[src/rtl/rf_wb_pkg.sv]
// rf_wb_pkg: register-file write codes shared by the writeback arbiter, register file and load unit
package rf_wb_pkg;

    typedef enum logic [2:0] {
        WR_NONE = 3'd0,
        WR_WORD = 3'd1,
        WR_LH   = 3'd2,
        WR_LB   = 3'd3,
        WR_LHU  = 3'd4,
        WR_LBU  = 3'd5
    } wr_code_e;

    typedef logic [2:0] wr_t;

    function automatic logic legal_ld_type(input wr_t t);
        return t inside {WR_WORD, WR_LH, WR_LB, WR_LHU, WR_LBU};
    endfunction

endpackage

[src/rtl/rf_wb_arbiter_if.sv]
// rf_wb_arbiter_if: ALU/load writeback requests and the registered register-file write port
interface rf_wb_arbiter_if;
    import rf_wb_pkg::*;

    logic        rf_hold;
    logic        alu_valid;
    logic [4:0]  alu_rd;
    logic [31:0] alu_data;
    logic        alu_ready;
    logic        ld_valid;
    logic [4:0]  ld_rd;
    logic [31:0] ld_data;
    wr_t         ld_type;
    logic        ld_ready;
    wr_t         rf_rwe;
    logic [4:0]  rf_addr_d;
    logic [31:0] rf_data_d;
    logic        err_type;

    modport master (
        output rf_hold, alu_valid, alu_rd, alu_data, ld_valid, ld_rd, ld_data, ld_type,
        input  alu_ready, ld_ready, rf_rwe, rf_addr_d, rf_data_d, err_type
    );

    modport slave (
        input  rf_hold, alu_valid, alu_rd, alu_data, ld_valid, ld_rd, ld_data, ld_type,
        output alu_ready, ld_ready, rf_rwe, rf_addr_d, rf_data_d, err_type
    );

endinterface

[src/rtl/rf_wb_arbiter.sv]
// rf_wb_arbiter: load-priority writeback arbiter with ALU anti-starvation and a one-cycle write port
module rf_wb_arbiter
    import rf_wb_pkg::*;
#(
    parameter int STARVE_LIMIT = 3
) (
    input logic clk,
    input logic reset,
    rf_wb_arbiter_if.slave bus
);

    localparam int CW = (STARVE_LIMIT > 0) ? $clog2(STARVE_LIMIT + 1) : 1;
    localparam logic [CW-1:0] LIM = CW'(STARVE_LIMIT);

    logic [CW-1:0] starve_cnt;
    logic          starved;
    logic          alu_go;
    logic          ld_go;
    logic          ld_legal;

    // Loads win by default; a starved ALU takes the slot. Nothing is granted during hold or reset.
    always_comb begin
        starved  = starve_cnt == LIM;
        ld_legal = legal_ld_type(bus.ld_type);
        alu_go   = !reset && !bus.rf_hold && bus.alu_valid && (!bus.ld_valid || starved);
        ld_go    = !reset && !bus.rf_hold && bus.ld_valid && !(bus.alu_valid && starved);
    end

    assign bus.alu_ready = alu_go;
    assign bus.ld_ready  = ld_go;

    // Count consecutive cycles the ALU waits, saturating; any ALU grant or idle ALU clears it.
    always_ff @(posedge clk) begin
        if (reset)
            starve_cnt <= '0;
        else if (bus.alu_valid && !alu_go)
            starve_cnt <= starved ? starve_cnt : starve_cnt + CW'(1);
        else
            starve_cnt <= '0;
    end

    // Register the accepted request for one cycle; rd=0 and illegal load types are suppressed.
    always_ff @(posedge clk) begin
        if (reset) begin
            bus.rf_rwe    <= WR_NONE;
            bus.rf_addr_d <= '0;
            bus.rf_data_d <= '0;
        end else if (alu_go) begin
            bus.rf_rwe    <= (bus.alu_rd == 5'd0) ? WR_NONE : WR_WORD;
            bus.rf_addr_d <= bus.alu_rd;
            bus.rf_data_d <= bus.alu_data;
        end else if (ld_go) begin
            bus.rf_rwe    <= (bus.ld_rd == 5'd0 || !ld_legal) ? wr_t'(WR_NONE) : bus.ld_type;
            bus.rf_addr_d <= bus.ld_rd;
            bus.rf_data_d <= bus.ld_data;
        end else begin
            bus.rf_rwe    <= WR_NONE;
            bus.rf_addr_d <= '0;
            bus.rf_data_d <= '0;
        end
    end

    // Sticky flag for any accepted load carrying an undefined write code.
    always_ff @(posedge clk) begin
        if (reset)
            bus.err_type <= 1'b0;
        else if (ld_go && !ld_legal)
            bus.err_type <= 1'b1;
    end

endmodule

[src/flat_wrapper.sv]
// flat-port wrapper written by rule: the top's interface ports become plain ports
module rf_wb_arbiter_flat import rf_wb_pkg::*;
#(
    parameter int STARVE_LIMIT = 3
)
  (clk, reset, bus_rf_hold, bus_alu_valid, bus_alu_rd, bus_alu_data, bus_ld_valid, bus_ld_rd, bus_ld_data, bus_ld_type, bus_alu_ready, bus_ld_ready, bus_rf_rwe, bus_rf_addr_d, bus_rf_data_d, bus_err_type);
  rf_wb_arbiter_if bus_i ();
  input logic clk;
  input logic reset;
  input wire logic [$bits(bus_i.rf_hold)-1:0] bus_rf_hold;
  input wire logic [$bits(bus_i.alu_valid)-1:0] bus_alu_valid;
  input wire logic [$bits(bus_i.alu_rd)-1:0] bus_alu_rd;
  input wire logic [$bits(bus_i.alu_data)-1:0] bus_alu_data;
  input wire logic [$bits(bus_i.ld_valid)-1:0] bus_ld_valid;
  input wire logic [$bits(bus_i.ld_rd)-1:0] bus_ld_rd;
  input wire logic [$bits(bus_i.ld_data)-1:0] bus_ld_data;
  input wire logic [$bits(bus_i.ld_type)-1:0] bus_ld_type;
  output wire logic [$bits(bus_i.alu_ready)-1:0] bus_alu_ready;
  output wire logic [$bits(bus_i.ld_ready)-1:0] bus_ld_ready;
  output wire logic [$bits(bus_i.rf_rwe)-1:0] bus_rf_rwe;
  output wire logic [$bits(bus_i.rf_addr_d)-1:0] bus_rf_addr_d;
  output wire logic [$bits(bus_i.rf_data_d)-1:0] bus_rf_data_d;
  output wire logic [$bits(bus_i.err_type)-1:0] bus_err_type;
  assign bus_i.rf_hold = bus_rf_hold;
  assign bus_i.alu_valid = bus_alu_valid;
  assign bus_i.alu_rd = bus_alu_rd;
  assign bus_i.alu_data = bus_alu_data;
  assign bus_i.ld_valid = bus_ld_valid;
  assign bus_i.ld_rd = bus_ld_rd;
  assign bus_i.ld_data = bus_ld_data;
  assign bus_i.ld_type = bus_ld_type;
  assign bus_alu_ready = bus_i.alu_ready;
  assign bus_ld_ready = bus_i.ld_ready;
  assign bus_rf_rwe = bus_i.rf_rwe;
  assign bus_rf_addr_d = bus_i.rf_addr_d;
  assign bus_rf_data_d = bus_i.rf_data_d;
  assign bus_err_type = bus_i.err_type;
  rf_wb_arbiter #(.STARVE_LIMIT(STARVE_LIMIT)) u_core (.clk(clk), .reset(reset), .bus(bus_i));
endmodule
[config.mk]
export PLATFORM = sky130hd
export DESIGN_NAME = rf_wb_arbiter_flat
export DESIGN_NICKNAME = d
export VERILOG_FILES = /design/src/rtl/rf_wb_pkg.sv /design/src/rtl/rf_wb_arbiter_if.sv /design/src/rtl/rf_wb_arbiter.sv /design/src/flat_wrapper.sv
export SDC_FILE = /design/constraint.sdc
export NUM_CORES = 1
export LEC_CHECK = 0
export ABC_AREA = 1
export BUFFER_PORTS_ARGS = -buffer_cell sky130_fd_sc_hd__buf_2
export CAP_MARGIN = 20
export CORE_MARGIN = 1
export CORE_UTILIZATION = 30
export CTS_BUF_LIST = sky130_fd_sc_hd__clkbuf_8
export CTS_CLUSTER_SIZE = 24
export DETAILED_ROUTE_END_ITERATION = 16
export HOLD_SLACK_MARGIN = 0.02
export REMOVE_ABC_BUFFERS = 1
export SLEW_MARGIN = 20
export SYNTH_ARGS = -nofsm -noshare
export SYNTH_HDL_FRONTEND = slang
export SYNTH_SLANG_ARGS = --single-unit
[constraint.sdc]
create_clock -name clk -period 1.6 [get_ports clk]
set_input_delay 0.24 -clock clk [delete_from_list [all_inputs] [get_ports clk]]
set_output_delay 0.24 -clock clk [all_outputs]
set_load 0.01 [all_outputs]
==> impl_metrics.csv <==
group,metric,value,unit
cts,cts_num_sinks,43,
synthesis,synth_area,1551,µm²
synthesis,seq_area_frac_synth,0.5548,
floorplan,ios,125,
synthesis,netlist_top_cells_count,"nand2_1 (99), dfxtp_1 (43), nand2_2 (9)",
cts,cts.htree.levels,2,
finish,final_nets,406,
critical_path,rr_worst_depth,9,
synthesis,synth_area_leader_cell,"dfxtp_1",
critical_path,r2r-end,"u_core.bus.rf_rwe[0]",
cts,clkTransAtPathRegs,80,ps
critical_path,path_class,"flop to output pin",
synthesis,syn_inst,194,
outcome,outcome,"completed",
synthesis,synth.area.top_cells,"dfxtp_1 (55%), nand2_1 (24%), nand2_2 (3.6%)",
critical_path,cp-startpoint,"u_core.starve_cnt[1]",
synthesis,ys_ff_latch,43,
cts,ctsLongestPathBuffers,2,
pwr,p_leak,0.001378,µW
sta,tns,0,ps
drt,routed_wl,4.239,mm
drt,viasPerCell,4.056,
critical_path,rrSetupSlack,150,ps
cts,cts_buffers,5,
synthesis,yosys_warnings,0,
sta,clock_skew,1.744,ps
finish,antenna_cells,0,
synthesis,synth_edf_count,0,
critical_path,cpPeakStageDelay,360,ps
grt,globalRoute.totalOverflow,0,
placement,io_buffers,124,
synthesis,synth_top_area_share,0.5548,
critical_path,cp_data_arrival_time,1280,ps
sta,timing.final.hold_violations,0,
finish,fillers,514,
critical_path,critPathSlowestCell,"dfxtp_2",
critical_path,cp-start-kind,"flop",
finish,syn_to_final_growth,50.65,%
grt,grt_max_degree,19,
critical_path,crit_fanout,6,
synthesis,synth.most_common_cell,"nand2_1",
critical_path,r2r_start,"u_core.starve_cnt[1]",
placement,placed_area,2223,µm²
synthesis,avgSynthCellArea,7.997,µm²
grt,grt_pass1_wl,6.451,mm
drt,firstDrtPassIters,4,
pwr,p_per_area,864.7,nW/µm²
critical_path,worstSetupEndpoint,"bus_alu_ready",
grt,first_global_vias,1500,
grt,grt.total_usage,0.1562,
job,drv_cap,0,
floorplan,dieArea,5463,µm²
sta,finalCritPeriodShare,0.9525,
floorplan,start_util,0.3200,
min_path,hold_path_class,"input port to flop",
floorplan,core-area,4848,µm²
placement,place.gp.congestion,0.7971,
cts,cts_tree,"built",
drt,ant_nets,0,
sta,fmax,656.2,MHz
cts,root_buffer,"clkbuf_8",
pwr,peakVddDrop,0.4144,mV
sta,max_slew_margin,0.8726,
critical_path,crit_path_end_kind,"output pin",
synthesis,synth-async-reset-ratio,0,
grt,antenna_found_initial,0,
cts,clk-insertion-delay-late,280,ps
finish,drive_above_1_share,0.4722,
sta,finalSetupViolCount,0,
synthesis,ys_types,19,
critical_path,critical_path_required,1360,ps
floorplan,rows,25,
drt,drt-initial-drc-count,38,
drt,wl_per_cell,10.84,µm
critical_path,crit_chain,"ha_4 > inv_2 > nand2_1 > nand3_4 > inv_6 > buf_2",
sta,slew_violations,0,
drt,vias,1586,
floorplan,fp.dieW,73.92,µm
synthesis,synth-main-ff-cell,"dfxtp_1",
placement,hpwl,3.228,mm
sta,period_needed,1524,ps
finish,final_area,2337,µm²
sta,tightest_slew,190.9,ps
floorplan,die_h,73.92,µm
drt,remaining_drc_errors,0,
## cell families (layout without fill, tap and decap cells)
family                     Yosys count  count (layout)  synth area share
AOI/OAI and AO/OA                    8               8           0.02580
xor gates and xnor gates             1               1          0.005646
adders and majority gates            1               1          0.008063
buffers and inverters               17             147           0.07420
DFF                                 43              43            0.5548
and+or+nand+nor                    124             124            0.3315
## through the flow
step | hold WS (ps) | utilization | std cells | worst slack, ps | total power [µW]
after detailed placement | 431.2 | 0.4586 | 382 | 165.2 | 1408
after floorplan | 312.4 | - | 187 | 221.4 | 1238
after global routing | 129.9 | 0.4821 | 391 | -0.3857 | 2128
after global placement | 429.9 | 0.4586 | 382 | 193.0 | 1409
final | 136.6 | 0.4821 | 391 | 76.08 | 2021
after CTS | 125.0 | 0.4795 | 391 | 10.93 | 2059
## where the power goes
part	internal, µW	switching (µW)	total [µW]
Sequential	1110	12.8	1130
Clock	294	340	633
Combinational	130	130	260
## cell type report
type                       instances  area, µm²  area share
multi-input combinational        134      595.6      0.2548
clock buffer                       5      68.82     0.02944
timing repair buffer             129      670.6      0.2869
clock inverter                     3      12.51    0.005353
inverter                          10      42.54     0.01820
tap                               67      83.83     0.03587
sequential                        43      863.3      0.3694
## worst min-delay path by stage
| stage | startpoint | endpoint | slack, ps | cells past startpoint |
|---|---|---|---|---|
| finish | bus_alu_data[9] | u_core.bus.rf_data_d[9] | 140 | 3 |
| global route | bus_alu_data[30] | u_core.bus.rf_data_d[30] | 130 | 3 |
| CTS | bus_alu_data[9] | u_core.bus.rf_data_d[9] | 120 | 3 |
| detailed placement | bus_alu_data[0] | u_core.bus.rf_data_d[0] | 430 | 3 |
| global placement | bus_alu_data[13] | u_core.bus.rf_data_d[13] | 430 | 3 |
| floorplan | reset | u_core.bus.err_type | 310 | 1 |
## worst max-delay path: cells and delay by family, from the launching register on
family | cells | cell delay [ps]
flops | 1 | 360
buf+inv | 3 | 250
simple gates | 2 | 220
fa+ha+maj | 1 | 160
## cells in the final DEF, fill, tap and decap left out
cell type	synthesis	routed
a21oi_1	1	1
buf_12	1	1
buf_2	2	124
buf_4	0	4
clkbuf_8	0	5
clkinv_2	0	1
dfxtp_1	43	41
dfxtp_2	0	2
ha_4	0	1
inv_1	7	9
inv_2	2	2
inv_6	0	1
nand2_1	99	99
nand2_2	9	9
nand3_1	2	2
nand3_2	2	1
nand3_4	0	1
nand3b_1	1	1
nand4_1	2	2
nor2_1	8	8
nor2_2	1	1
o21ai_0	7	7
xor2_1	1	1
## per-layer routing
metal,routed length (µm),global-route usage
met1,1765,0.1726
met2,1989,0.2727
met5,0,0
met3,419,0.06173
met4,64,0.05128
## repair_timing
action,CTS,global route
hold buffers,0,0
pin swaps,0,1
buffers inserted,1,0
gates resized for setup,3,3
setup endpoints to repair,2,8
## flip-flops by register name (all words and copies together) (netlist names)
signal / flops
u_core.bus.rf_rwe: 3
u_core.bus.err_type: 1
u_core.bus.rf_addr_d: 5
u_core.bus.rf_data_d: 32
u_core.starve_cnt: 2
Power figures use the tool's default switching activity.
